**src/rtl/dmem_bus_pkg.sv**
```systemverilog
// ============================================================================
// Module      : dmem_bus_pkg
// Description : Shared types and constants for the data-memory bus sequencer.
// Revision    : 1.0 - initial release
// ============================================================================
`default_nettype none

package dmem_bus_pkg;

    typedef enum logic [2:0] {
        ST_IDLE   = 3'd0,
        ST_REQ    = 3'd1,
        ST_WAIT_R = 3'd2,
        ST_DONE   = 3'd3,
        ST_FAULT  = 3'd4
    } dbc_state_t;

    localparam logic [2:0] SZ_B  = 3'd0;
    localparam logic [2:0] SZ_H  = 3'd1;
    localparam logic [2:0] SZ_W  = 3'd2;
    localparam logic [2:0] SZ_BU = 3'd4;
    localparam logic [2:0] SZ_HU = 3'd5;

    localparam logic [1:0] FC_NONE     = 2'd0;
    localparam logic [1:0] FC_MISALIGN = 2'd1;
    localparam logic [1:0] FC_ILLSIZE  = 2'd2;
    localparam logic [1:0] FC_TIMEOUT  = 2'd3;

    // Unsigned variants only exist for loads.
    function automatic logic size_is_legal(input logic [2:0] size, input logic we);
        case (size)
            SZ_B, SZ_H, SZ_W: size_is_legal = 1'b1;
            SZ_BU, SZ_HU:     size_is_legal = !we;
            default:          size_is_legal = 1'b0;
        endcase
    endfunction

endpackage

`default_nettype wire

```
**src/rtl/dmem_bus_ctrl_if.sv**
```systemverilog
// ============================================================================
// Module      : dmem_bus_ctrl_if
// Description : Valid/ready data-memory bus between sequencer and memory.
// Revision    : 1.0 - initial release
// ============================================================================
`default_nettype none

interface dmem_bus_ctrl_if;
    logic        bus_valid_o;
    logic        bus_ready_i;
    logic        bus_we_o;
    logic [31:0] bus_addr_o;
    logic [3:0]  bus_be_o;
    logic [31:0] bus_wdata_o;
    logic [31:0] bus_rdata_i;
    logic        bus_rvalid_i;

    modport master (
        output bus_valid_o, bus_we_o, bus_addr_o, bus_be_o, bus_wdata_o,
        input  bus_ready_i, bus_rdata_i, bus_rvalid_i
    );

    modport slave (
        input  bus_valid_o, bus_we_o, bus_addr_o, bus_be_o, bus_wdata_o,
        output bus_ready_i, bus_rdata_i, bus_rvalid_i
    );
endinterface

`default_nettype wire

```
**src/rtl/lsu_lane_align.sv**
```systemverilog
// ============================================================================
// Module      : lsu_lane_align
// Description : Byte-lane steering for stores, load extraction/extension and
//               access legality checks. Purely combinational.
// Revision    : 1.0 - initial release
// ============================================================================
`default_nettype none

module lsu_lane_align
    import dmem_bus_pkg::*;
(
    input  logic        i_st_we,
    input  logic [2:0]  i_st_size,
    input  logic [1:0]  i_st_offset,
    input  logic [31:0] i_st_wdata,
    input  logic [2:0]  i_ld_size,
    input  logic [1:0]  i_ld_offset,
    input  logic [31:0] i_rdata,
    output logic [3:0]  o_be,
    output logic [31:0] o_wdata,
    output logic [31:0] o_load_data,
    output logic        o_misaligned,
    output logic        o_illegal
);

    logic [7:0]  w_byte;
    logic [15:0] w_half;

    always_comb begin
        o_be    = 4'b0000;
        o_wdata = 32'd0;
        case (i_st_size)
            SZ_B, SZ_BU: begin
                o_be    = 4'b0001 << i_st_offset;
                o_wdata = {4{i_st_wdata[7:0]}};
            end
            SZ_H, SZ_HU: begin
                o_be    = 4'b0011 << i_st_offset;
                o_wdata = {2{i_st_wdata[15:0]}};
            end
            SZ_W: begin
                o_be    = 4'b1111;
                o_wdata = i_st_wdata;
            end
            default: begin
                o_be    = 4'b0000;
                o_wdata = 32'd0;
            end
        endcase
    end

    always_comb begin
        o_illegal    = !size_is_legal(i_st_size, i_st_we);
        o_misaligned = 1'b0;
        case (i_st_size)
            SZ_H, SZ_HU: o_misaligned = i_st_offset[0];
            SZ_W:        o_misaligned = (i_st_offset != 2'd0);
            default:     o_misaligned = 1'b0;
        endcase
    end

    always_comb begin
        w_byte = 8'h00;
        case (i_ld_offset)
            2'd0:    w_byte = i_rdata[7:0];
            2'd1:    w_byte = i_rdata[15:8];
            2'd2:    w_byte = i_rdata[23:16];
            default: w_byte = i_rdata[31:24];
        endcase
        w_half = i_ld_offset[1] ? i_rdata[31:16] : i_rdata[15:0];

        case (i_ld_size)
            SZ_B:    o_load_data = {{24{w_byte[7]}}, w_byte};
            SZ_BU:   o_load_data = {24'd0, w_byte};
            SZ_H:    o_load_data = {{16{w_half[15]}}, w_half};
            SZ_HU:   o_load_data = {16'd0, w_half};
            default: o_load_data = i_rdata;
        endcase
    end

endmodule

`default_nettype wire

```
**src/rtl/dmem_bus_ctrl.sv**
```systemverilog
// ============================================================================
// Module      : dmem_bus_ctrl
// Description : Turns single-cycle core load/store requests into one
//               valid/ready bus transaction each, stalling the core meanwhile.
// Revision    : 1.0 - initial release
// ============================================================================
`default_nettype none

module dmem_bus_ctrl
    import dmem_bus_pkg::*;
#(
    parameter int unsigned TIMEOUT_CYCLES = 255
) (
    input  logic            clk_i,
    input  logic            rst_i,
    input  logic            req_i,
    input  logic            we_i,
    input  logic [2:0]      size_i,
    input  logic [31:0]     addr_i,
    input  logic [31:0]     wdata_i,
    output logic [31:0]     rdata_o,
    output logic            stall_o,
    output logic            fault_o,
    output logic [1:0]      fault_cause_o,
    dmem_bus_ctrl_if.master bus
);

    localparam logic [15:0] c_timeout_last = 16'(TIMEOUT_CYCLES - 1);

    dbc_state_t  r_state;
    logic        r_we;
    logic [2:0]  r_size;
    logic [1:0]  r_offset;
    logic [31:0] r_addr;
    logic [3:0]  r_be;
    logic [31:0] r_wdata;
    logic [31:0] r_rdata;
    logic [15:0] r_count;
    logic [1:0]  r_cause;

    logic [3:0]  w_be;
    logic [31:0] w_wdata;
    logic [31:0] w_load;
    logic        w_misaligned;
    logic        w_illegal;
    logic        w_timeout_hit;

    lsu_lane_align u_align (
        .i_st_we      (we_i),
        .i_st_size    (size_i),
        .i_st_offset  (addr_i[1:0]),
        .i_st_wdata   (wdata_i),
        .i_ld_size    (r_size),
        .i_ld_offset  (r_offset),
        .i_rdata      (bus.bus_rdata_i),
        .o_be         (w_be),
        .o_wdata      (w_wdata),
        .o_load_data  (w_load),
        .o_misaligned (w_misaligned),
        .o_illegal    (w_illegal)
    );

    assign w_timeout_hit = (r_count == c_timeout_last);

    always_ff @(posedge clk_i) begin
        if (rst_i) begin
            r_state  <= ST_IDLE;
            r_we     <= 1'b0;
            r_size   <= 3'd0;
            r_offset <= 2'd0;
            r_addr   <= 32'd0;
            r_be     <= 4'd0;
            r_wdata  <= 32'd0;
            r_rdata  <= 32'd0;
            r_count  <= 16'd0;
            r_cause  <= FC_NONE;
        end else begin
            case (r_state)
                ST_IDLE: begin
                    if (req_i) begin
                        if (w_illegal) begin
                            r_cause <= FC_ILLSIZE;
                            r_state <= ST_FAULT;
                        end else if (w_misaligned) begin
                            r_cause <= FC_MISALIGN;
                            r_state <= ST_FAULT;
                        end else begin
                            r_we     <= we_i;
                            r_size   <= size_i;
                            r_offset <= addr_i[1:0];
                            r_addr   <= {addr_i[31:2], 2'b00};
                            r_be     <= w_be;
                            r_wdata  <= w_wdata;
                            r_rdata  <= 32'd0;
                            r_count  <= 16'd0;
                            r_state  <= ST_REQ;
                        end
                    end
                end
                // A load accepted on the last allowed cycle still times out:
                // only a finished store or returned read data counts as done.
                ST_REQ: begin
                    r_count <= r_count + 16'd1;
                    if (bus.bus_ready_i && r_we) begin
                        r_state <= ST_DONE;
                    end else if (w_timeout_hit) begin
                        r_cause <= FC_TIMEOUT;
                        r_state <= ST_FAULT;
                    end else if (bus.bus_ready_i) begin
                        r_state <= ST_WAIT_R;
                    end
                end
                ST_WAIT_R: begin
                    r_count <= r_count + 16'd1;
                    if (bus.bus_rvalid_i) begin
                        r_rdata <= w_load;
                        r_state <= ST_DONE;
                    end else if (w_timeout_hit) begin
                        r_cause <= FC_TIMEOUT;
                        r_state <= ST_FAULT;
                    end
                end
                ST_DONE:  r_state <= ST_IDLE;
                ST_FAULT: r_state <= ST_IDLE;
                default:  r_state <= ST_IDLE;
            endcase
        end
    end

    assign stall_o = !rst_i && (((r_state == ST_IDLE) && req_i) ||
                                (r_state == ST_REQ) || (r_state == ST_WAIT_R));
    assign rdata_o       = (r_state == ST_DONE) ? r_rdata : 32'd0;
    assign fault_o       = (r_state == ST_FAULT);
    assign fault_cause_o = (r_state == ST_FAULT) ? r_cause : FC_NONE;

    assign bus.bus_valid_o = (r_state == ST_REQ);
    assign bus.bus_we_o    = r_we;
    assign bus.bus_addr_o  = r_addr;
    assign bus.bus_be_o    = r_be;
    assign bus.bus_wdata_o = r_wdata;

endmodule

`default_nettype wire

```
**src/flat_wrapper.sv**
```systemverilog
// flat-port wrapper written by rule: the top's interface ports become plain ports
module dmem_bus_ctrl_flat import dmem_bus_pkg::*;
#(
    parameter int unsigned TIMEOUT_CYCLES = 255
)
  (clk_i, rst_i, req_i, we_i, size_i, addr_i, wdata_i, rdata_o, stall_o, fault_o, fault_cause_o, bus_bus_valid_o, bus_bus_we_o, bus_bus_addr_o, bus_bus_be_o, bus_bus_wdata_o, bus_bus_ready_i, bus_bus_rdata_i, bus_bus_rvalid_i);
  dmem_bus_ctrl_if bus_i ();
  input  logic clk_i;
  input  logic rst_i;
  input  logic req_i;
  input  logic we_i;
  input  logic [2:0] size_i;
  input  logic [31:0] addr_i;
  input  logic [31:0] wdata_i;
  output logic [31:0] rdata_o;
  output logic stall_o;
  output logic fault_o;
  output logic [1:0] fault_cause_o;
  output wire logic [$bits(bus_i.bus_valid_o)-1:0] bus_bus_valid_o;
  output wire logic [$bits(bus_i.bus_we_o)-1:0] bus_bus_we_o;
  output wire logic [$bits(bus_i.bus_addr_o)-1:0] bus_bus_addr_o;
  output wire logic [$bits(bus_i.bus_be_o)-1:0] bus_bus_be_o;
  output wire logic [$bits(bus_i.bus_wdata_o)-1:0] bus_bus_wdata_o;
  input wire logic [$bits(bus_i.bus_ready_i)-1:0] bus_bus_ready_i;
  input wire logic [$bits(bus_i.bus_rdata_i)-1:0] bus_bus_rdata_i;
  input wire logic [$bits(bus_i.bus_rvalid_i)-1:0] bus_bus_rvalid_i;
  assign bus_bus_valid_o = bus_i.bus_valid_o;
  assign bus_bus_we_o = bus_i.bus_we_o;
  assign bus_bus_addr_o = bus_i.bus_addr_o;
  assign bus_bus_be_o = bus_i.bus_be_o;
  assign bus_bus_wdata_o = bus_i.bus_wdata_o;
  assign bus_i.bus_ready_i = bus_bus_ready_i;
  assign bus_i.bus_rdata_i = bus_bus_rdata_i;
  assign bus_i.bus_rvalid_i = bus_bus_rvalid_i;
  dmem_bus_ctrl #(.TIMEOUT_CYCLES(TIMEOUT_CYCLES)) u_core (.clk_i(clk_i), .rst_i(rst_i), .req_i(req_i), .we_i(we_i), .size_i(size_i), .addr_i(addr_i), .wdata_i(wdata_i), .rdata_o(rdata_o), .stall_o(stall_o), .fault_o(fault_o), .fault_cause_o(fault_cause_o), .bus(bus_i));
endmodule
```
**config.mk**
```make
export PLATFORM = sky130hd
export DESIGN_NAME = dmem_bus_ctrl_flat
export DESIGN_NICKNAME = d
export VERILOG_FILES = /design/src/rtl/dmem_bus_pkg.sv /design/src/rtl/dmem_bus_ctrl_if.sv /design/src/rtl/lsu_lane_align.sv /design/src/rtl/dmem_bus_ctrl.sv /design/src/flat_wrapper.sv
export SDC_FILE = /design/constraint.sdc
export NUM_CORES = 1
export LEC_CHECK = 0
export ABC_AREA = 1
export CORE_ASPECT_RATIO = 0.9
export CORE_MARGIN = 5
export CORE_UTILIZATION = 50
export DETAILED_ROUTE_END_ITERATION = 10
export PLACE_DENSITY = 0.91
export SETUP_SLACK_MARGIN = 0.5
export SLEW_MARGIN = 20
export SYNTH_ARGS = -nofsm -noshare
export SYNTH_HDL_FRONTEND = slang
export SYNTH_SLANG_ARGS = --single-unit
```
**constraint.sdc**
```tcl
create_clock -name clk_i -period 2.33 [get_ports clk_i]
set_input_delay 0.3495 -clock clk_i [delete_from_list [all_inputs] [get_ports clk_i]]
set_output_delay 0.3495 -clock clk_i [all_outputs]
set_load 0.02 [all_outputs]
```
==> results of run 1 <==
sequential cells by signal, summed over array words and instances, names as in the netlist:
name / count
u_core.r_size: 3
u_core.r_count: 16
u_core.r_offset: 2
u_core.bus.bus_wdata_o: 32
u_core.bus.bus_we_o: 1
u_core.r_cause: 2
u_core.r_rdata: 32
u_core.r_state: 3
u_core.bus.bus_addr_o: 30
u_core.bus.bus_be_o: 4
layer usage:
metal,global-route usage (%),vias up
met5,0,-
met4,11.1,2
met3,10.9,69
met2,43.1,419
met1,35.7,3435
li1,-,3631
cell families (layout without fill, tap and decap cells):
group | count (synthesis) | count (layout) | synth area share, %
AOI/OAI and AO/OA | 220 | 220 | 17.9
adders and majority gates | 2 | 2 | 0.389
other | 1 | 2 | 0.0583
and+or+nand+nor | 496 | 496 | 32.4
DFF | 125 | 125 | 38.9
buffers and inverters | 152 | 366 | 10.2
synth_stat cells (all sizes together):
cell	instances	share of area, %
a22o	1	0.14
a22oi	8	0.93
a31oi	2	0.19
o22ai	1	0.097
inv	90	5.3
a211oi	1	0.12
o211ai	2	0.23
ha	2	0.39
dfxtp	125	39
nor2	177	11
clkinv	3	0.19
o21ai	112	8.9
buf	25	2.8
o21a	1	0.12
or2	11	1.1
a21oi	92	7.2
nand3b	2	0.29
nand2	204	12
clkbuf	34	2.0
conb	1	0.058
nand4	9	0.88
nand3	50	4.1
nor3	43	3.3
timing repair:
item                                    4_1_cts  5_1_grt
cloned                                        0        2
endpoints found under the setup margin       40       76
pin swaps                                     2        5
resized for setup                           140       42
buffers inserted                              5        2
through the flow:
stage | std cells | area, um^2 | worst slack [ns] | utilization [%]
final | 1375 | 9390 | 0.522 | 74.3
after global routing | 1375 | 9390 | 0.459 | 74.3
after CTS | 1371 | 9230 | 0.398 | 73.0
after detailed placement | 1338 | 8710 | 0.106 | 68.9
after global placement | 1338 | 8710 | 0.211 | 68.9
after floorplan | 997 | 6430 | 0.638 | -
power by group through the flow:
| stage | registers, uW | clock network (uW) | logic, uW |
|---|---|---|---|
| global placement | 2600 | 0 | 2110 |
| floorplan | 2730 | 0 | 1250 |
| global route | 2610 | 2790 | 2620 |
| detailed placement | 2600 | 0 | 2160 |
| finish | 2580 | 2680 | 2380 |
| CTS | 2570 | 2690 | 2210 |
worst max-delay path by stage:
| stage | cells after the start | startpoint | to | slack (ns) |
|---|---|---|---|---|
| final | 5 | u_core.r_state[2]$_SDFFE_PP0P_ | rdata_o[24] | 0.52 |
| after detailed placement | 9 | size_i[1] | u_core.bus.bus_wdata_o[19]$_SDFFE_PP0P_ | 0.11 |
| after global routing | 4 | u_core.r_state[0]$_SDFFE_PP0P_ | fault_cause_o[0] | 0.46 |
| after global placement | 4 | u_core.r_state[1]$_SDFFE_PP0P_ | rdata_o[5] | 0.21 |
| after CTS | 5 | u_core.r_state[2]$_SDFFE_PP0P_ | rdata_o[5] | 0.40 |
| after floorplan | 3 | u_core.r_state[1]$_SDFFE_PP0P_ | fault_cause_o[0] | 0.64 |
cell type report:
cell class                      count  share of cell area, %
Inverter                           93                   3.76
Timing Repair Buffer              245                   25.4
Tap cell                          164                   2.19
Multi-Input combinational cell    720                   35.6
Sequential cell                   125                   26.8
Clock buffer                       21                   5.01
Clock inverter                      7                   1.23
worst reg2reg max path, cell delays in order, from the launching register on:
cell and delay, ns:
dfxtp_4 0.37, buf_4 0.15, nor2_4 0.14, buf_4 0.18
inv_2 0.06, nor2_2 0.12, nand3b_4 0.25, buf_12 0.18
nand2_1 0.08, nand2_1 0.08, nor2_1 0.05
==> impl_results.md, run 1 <==
* Io pins at about 210
* Starting Density at between 50% and 60%
* Hold buffer count at CTS at 0
* Clock Latency Late Sink at approximately 0.43 ns
* HP Start: size_i[1]
* Share of power burned in registers at between 30 and 40%
* Clk slew on worst S/H paths at around 0.050 ns
* Required @ worst endpoint at 1.98 ns
* Via/cell ratio at between 5 and 6
* R2r worst-path depth at 10
* First-pass GRT wire length at between 30000 and 40000 um
* Syn Area/Cell at between 6 and 7 um^2
* Critical Path Sink Type: primary output
* TNS Setup at 0 ns
* CP Cell Sequence: inv_4, nand3_4, buf_8, nor2_1, buf_4
* Yosys synthesis warning count at 0
* WL met2 at 10200 um
* Top sig layer: met5
* Switch share at 32.6%
* WP data arrival at about 1.5 ns
* Clock Path Buffers at 2
* Layout cell share with drive strength beyond 1 at between 10 and 15%
* Worst Path Max Fanout at 14
* Hold path cells at 3
* Grt total ovfl at 0
* Synth Register Bits at about 130
* Power, Total at 7640 uW
* Number of max-cap violations at 0
* Worst stage delay on the critical path at between 0.3 and 0.4 ns
* Remaining DRCs at 0
* Min cycle time layout at roughly 1.8 ns
* DR vias at 7556
* Routability cong. at around 0.93
* Met3 WL at around 2700 um
* WHS Endpoint: u_core.r_size[1]$_SDFFE_PP0P_
* Fin crit share at about 78%
* P_sw at 2490 uW
* H-tree levels at 4
* Hold Fails Final Rpt at 0
* Syn Inst Count at 996
* Maximum vdd drop at just under 0.0006 V
* Hold Path Class: input pin to flop
* Setup violators final at 0
* Commonest non-fill, non-tap cells in the layout: 195 x nand2_1, 171 x nor2_1, 169 x clkdlybuf4s50_1
* Area occupied by multi-input gates at 3340 um^2
* CP max-delay cell: dfxtp_2
* Wire length per cell at 16.3 um
* Core footprint at around 13000 um^2
* Unique masters post-synth at 35
* RSZ-0062 raised after global routing: yes
* Status: finished clean
* Cell family with most CP delay: buffers and inverters
* CTS tree: done
* Comb power frac at 31.1%
* Post-route ant nets at 0
* Die W at ~130 um
* Slew margin rel. at about two thirds
* Hpwl dp at 14900 um
* Worst Path Buf+Inv at 3
* Power Density at roughly 800 nW/um^2
* Reg2reg start: u_core.r_state[1]$_SDFFE_PP0P_
* Max Slew Vio Count at 0
* Startpoint types: flop
* CTS sink count at roughly 130
* Reg area at 2510 um^2
* DRT iter0 DRCs at between 700 and 800
* Final wirelength at ~22000 um
* Sequential area share after synthesis at 38.9%
* Worst slew pin tran at 0.499 ns
* M1 WL at 8780 um
* Root buf cell: clkbuf_16
* Most common cell after layout, fill and taps aside: nand2_1
* Input/output buffers at approximately 210
* Fillers at slightly above 900
* Setup slack, reg-to-reg at between 0.5 and 0.6 ns
* Setup Skew at 0.00536 ns
* Synth-to-layout area growth at 46.0%
* CP Class: flop to primary output
* Reg2reg end: u_core.r_rdata[23]$_SDFFE_PP0P_
* Internal at just over 5000 uW
* Fin nets at roughly 1300
* Synthesized cell area at about 6400 um^2
* Drt first pass iters at 6
* Initial antenna violation count at 1
* GRT Util Overall at between 20% and 30%
* Largest net degree at the start of global routing at 45
* Die footprint at 15200 um^2
* Achievable clock frequency at roughly 550 MHz
* P_leak at roughly 0.0041 uW
* Clock share of power at a little over a third
* Num CTS Buffers at 17
* Row cnt at 39
* Worst hold slack at roughly 0.36 ns
* Number of diodes at 0
* Die height at 118 um
* Number of global-route vias before repair at between 7000 and 8000
Note: power is estimated with default switching activity, not from simulation.
==> run 2: changes to the inputs <==
--- a/config.mk
+++ b/config.mk
@@ -8,9 +8,9 @@
 export ABC_AREA = 1
 export CORE_ASPECT_RATIO = 0.9
 export CORE_MARGIN = 5
-export CORE_UTILIZATION = 50
+export CORE_UTILIZATION = 47
 export DETAILED_ROUTE_END_ITERATION = 10
-export PLACE_DENSITY = 0.91
+export PLACE_DENSITY = 0.87
 export SETUP_SLACK_MARGIN = 0.5
 export SLEW_MARGIN = 20
 export SYNTH_ARGS = -nofsm -noshare
==> constraint.sdc (replaced) <==
create_clock -name clk_i -period 1.8 [get_ports clk_i]
set_input_delay 0.27 -clock clk_i [delete_from_list [all_inputs] [get_ports clk_i]]
set_output_delay 0.27 -clock clk_i [all_outputs]
set_load 0.02 [all_outputs]
==> impl_results.md, run 2 (synthesis gave the netlist of run 1 again) <==
* Worst slew pin tran at 0.526 ns (was 0.499 ns)
* Core footprint at 13400 um^2 (was 12600 um^2)
* Status: complete, but fails checks (was finished clean)
* Die W at 133 um (was 130 um)
* Io pins at 211 (unchanged)
* Final wirelength at 26600 um (was 22400 um)
* Initial antenna violation count at 0 (was 1)
* Fin crit share at 101%
* P_leak at 0.00462 uW (was 0.00408 uW)
* Switch share at 35.4% (was 32.6%)
* Achievable clock frequency at 551 MHz
* Share of power burned in registers at 30.5% (was 33.8%)
* Final core occ at 78.6% (was 74.3%)
* Row cnt at 40 (was 39)
* Layout cell share with drive strength beyond 1 at 30.3% (was 12.4%)
* Fin nets at 1357 (was 1309)
* Hold Path Class: input pin to flop (unchanged)
* Worst hold slack at 0.435 ns (was 0.359 ns)
* Power Density at 1050 nW/um^2 (was 814 nW/um^2)
* Clk slew on worst S/H paths at 0.06 ns (was 0.05 ns)
* Worst Path Buf+Inv at 4 (was 3)
* Routability cong. at 0.939 (was 0.931)
* Input/output buffers at 208 (unchanged)
* Die footprint at 16100 um^2 (was 15200 um^2)
* Post-route setup slack at -0.0151 ns (was 0.522 ns)
* DR vias at 8248 (was 7556)
* RSZ-0062 raised after global routing: yes (unchanged)
* P_sw at 3900 uW (was 2490 uW)
* Largest net degree at the start of global routing at 42 (was 45)
* Clock Latency Late Sink at 0.44 ns (was 0.43 ns)
* Setup violators final at 3 (was 0)
* Root buf cell: clkbuf_16 (unchanged)
* Hold Fails Final Rpt at 0 (unchanged)
* WP data arrival at 2.18 ns (was 1.46 ns)
* Clock share of power at 31.7% (was 35.1%)
* Worst stage delay on the critical path at 0.34 ns (about the same)
* Min cycle time layout at 1.82 ns
* Wire length per cell at 18.6 um (was 16.3 um)
* Area occupied by multi-input gates at 3750 um^2 (was 3340 um^2)
* Via/cell ratio at 5.76 (was 5.50)
* Number of diodes at 0 (unchanged)
* H-tree levels at 4 (unchanged)
* Slew margin rel. at 64.8% (was 66.6%)
* DRT iter0 DRCs at 1016 (was 741)
* Number of global-route vias before repair at 7614 (was 7091)
* Comb power frac at 37.8% (was 31.1%)
* GRT Util Overall at 28.5% (was 28.2%)
* Synth-to-layout area growth at 63.3% (was 46.0%)
* Violated checks: negative setup slack
* CP max-delay cell: dfxtp_2 (unchanged)
* Post-route ant nets at 0 (unchanged)
* Max Slew Vio Count at 0 (unchanged)
* Clock Path Buffers at 2 (unchanged)
* Power, Total at 11000 uW (was 7640 uW)
* Remaining DRCs at 0 (unchanged)
* First-pass GRT wire length at 37400 um (was 35100 um)
* Startpoint types: flop (unchanged)
* Number of max-cap violations at 0 (unchanged)
* Hpwl dp at 14500 um (was 14900 um)
* Worst Path Max Fanout at 8 (was 14)
* CP Class: flop to flop (was flop to primary output)
* Drt first pass iters at 6 (unchanged)
* Internal at 7120 uW (was 5150 uW)
* Fillers at 823 (was 923)
* Num CTS Buffers at 17 (unchanged)
* CP Cell Sequence: inv_4, nand2_2, nor2_4, buf_6, nand2_4, nor2_4, buf_6, clkbuf_16, nand3_1, a21oi_1 (was inv_4, nand3_4, buf_8, nor2_1, buf_4)
* Grt total ovfl at 0 (unchanged)
* Maximum vdd drop at 0.000881 V (was 0.000593 V)
* CTS sink count at 125 (unchanged)
* Most common cell after layout, fill and taps aside: nand2_1 (unchanged)
* Cell family with most CP delay: simple AND/OR/NAND/NOR gates (was buffers and inverters)
* Placed Cells at 1360 (was 1338)
* Setup Skew at 0.0127 ns (was 0.00536 ns)
* Required @ worst endpoint at 2.16 ns (was 1.98 ns)
* Critical Path Sink Type: flop (was primary output)
* Commonest non-fill, non-tap cells in the layout: 179 x nand2_1, 120 x nor2_1, 111 x dfxtp_1 (was 195 x nand2_1, 171 x nor2_1, 169 x clkdlybuf4s50_1)
* Reg area at 2520 um^2 (was 2510 um^2)
* Starting Density at 48.1% (was 50.9%)
* Die height at 121 um (was 118 um)
* CTS tree: done (unchanged)
* Final Instance Count excl. Fillers at 1431 (was 1375)
-- run 2: cell count changes in the layout (fill, tap and decap cells not counted), sizes merged --
cell           before  now
bufinv              3    2
clkbuf             27   29
dlygate4sd2         2    0
inv                91   94
clkdlybuf4s50     169  103
clkinv              4    8
clkdlybuf4s15       3   19
buf                64  160
-- run 2: routing by layer --
| metal | track usage [%] | vias up | wire [um] |
|---|---|---|---|
| li1 | - | 3758 | - |
| met1 | 34.0 | 3802 | 9960 |
| met2 | 45.7 | 555 | 12400 |
| met3 | 10.4 | 133 | 2880 |
| met4 | 13.6 | 0 | 1390 |
| met5 | 0 | - | 0 |
-- run 2: worst reg2reg max path: stages, from the launching register on --
cell and delay [ns]:
dfxtp_2 0.34, inv_4 0.10, nand2_2 0.10, nor2_4 0.16, buf_6 0.15, nand2_4 0.07
nor2_4 0.24, buf_6 0.19, clkbuf_16 0.15, nand3_1 0.08, a21oi_1 0.15
-- run 2: path summary, 6_finish.rpt --
check	startpoint	end	slack (ns)	depth (start not counted)
max	u_core.r_state[2]$_SDFFE_PP0P_	u_core.bus.bus_wdata_o[4]$_SDFFE_PP0P_	-0.02	10
min	addr_i[6]	u_core.bus.bus_addr_o[6]$_SDFFE_PP0P_	0.43	3
max reg2reg	u_core.r_state[2]$_SDFFE_PP0P_	u_core.bus.bus_wdata_o[4]$_SDFFE_PP0P_	-0.02	10
min reg2reg	u_core.r_cause[0]$_SDFFE_PP0P_	u_core.r_cause[0]$_SDFFE_PP0P_	0.48	2
-- run 2: cell type report --
type,count,area share [%]
tap,168,2.00
clock buffer,19,4.31
sequential,125,24.0
multi-input combinational,720,35.8
timing repair buffer,293,29.1
clock inverter,13,1.32
inverter,93,3.46
-- run 2: per-stage QoR --
stage               area [um^2]  setup TNS [ns]  setup WS (ns)
global route              10500          -0.848        -0.0686
global placement           9040           -6.17         -0.124
floorplan                  6570               0          0.391
finish                    10500         -0.0259        -0.0151
detailed placement         9040          -13.20         -0.192
CTS                        9780               0         0.0787
-- run 2: power by group through the flow --
stage | registers, uW | logic, uW | clock network (uW)
6_report | 3360 | 4160 | 3500
5_1_grt | 3400 | 4440 | 3620
3_3_place_gp | 3370 | 2930 | 0
3_5_place_dp | 3380 | 2990 | 0
4_1_cts | 3330 | 3380 | 3460
2_1_floorplan | 3540 | 1680 | 0
-- run 2: repair_timing --
| action | 4_1_cts | 5_1_grt |
|---|---|---|
| setup buffers | 8 | 11 |
| pin swaps | 1 | 31 |
| endpoints found under the setup margin | 229 | 180 |
| hold endpoints to repair | 0 | 0 |
| hold buffers | 0 | 0 |
| gates cloned | 9 | 11 |
| resized for setup | 464 | 140 |
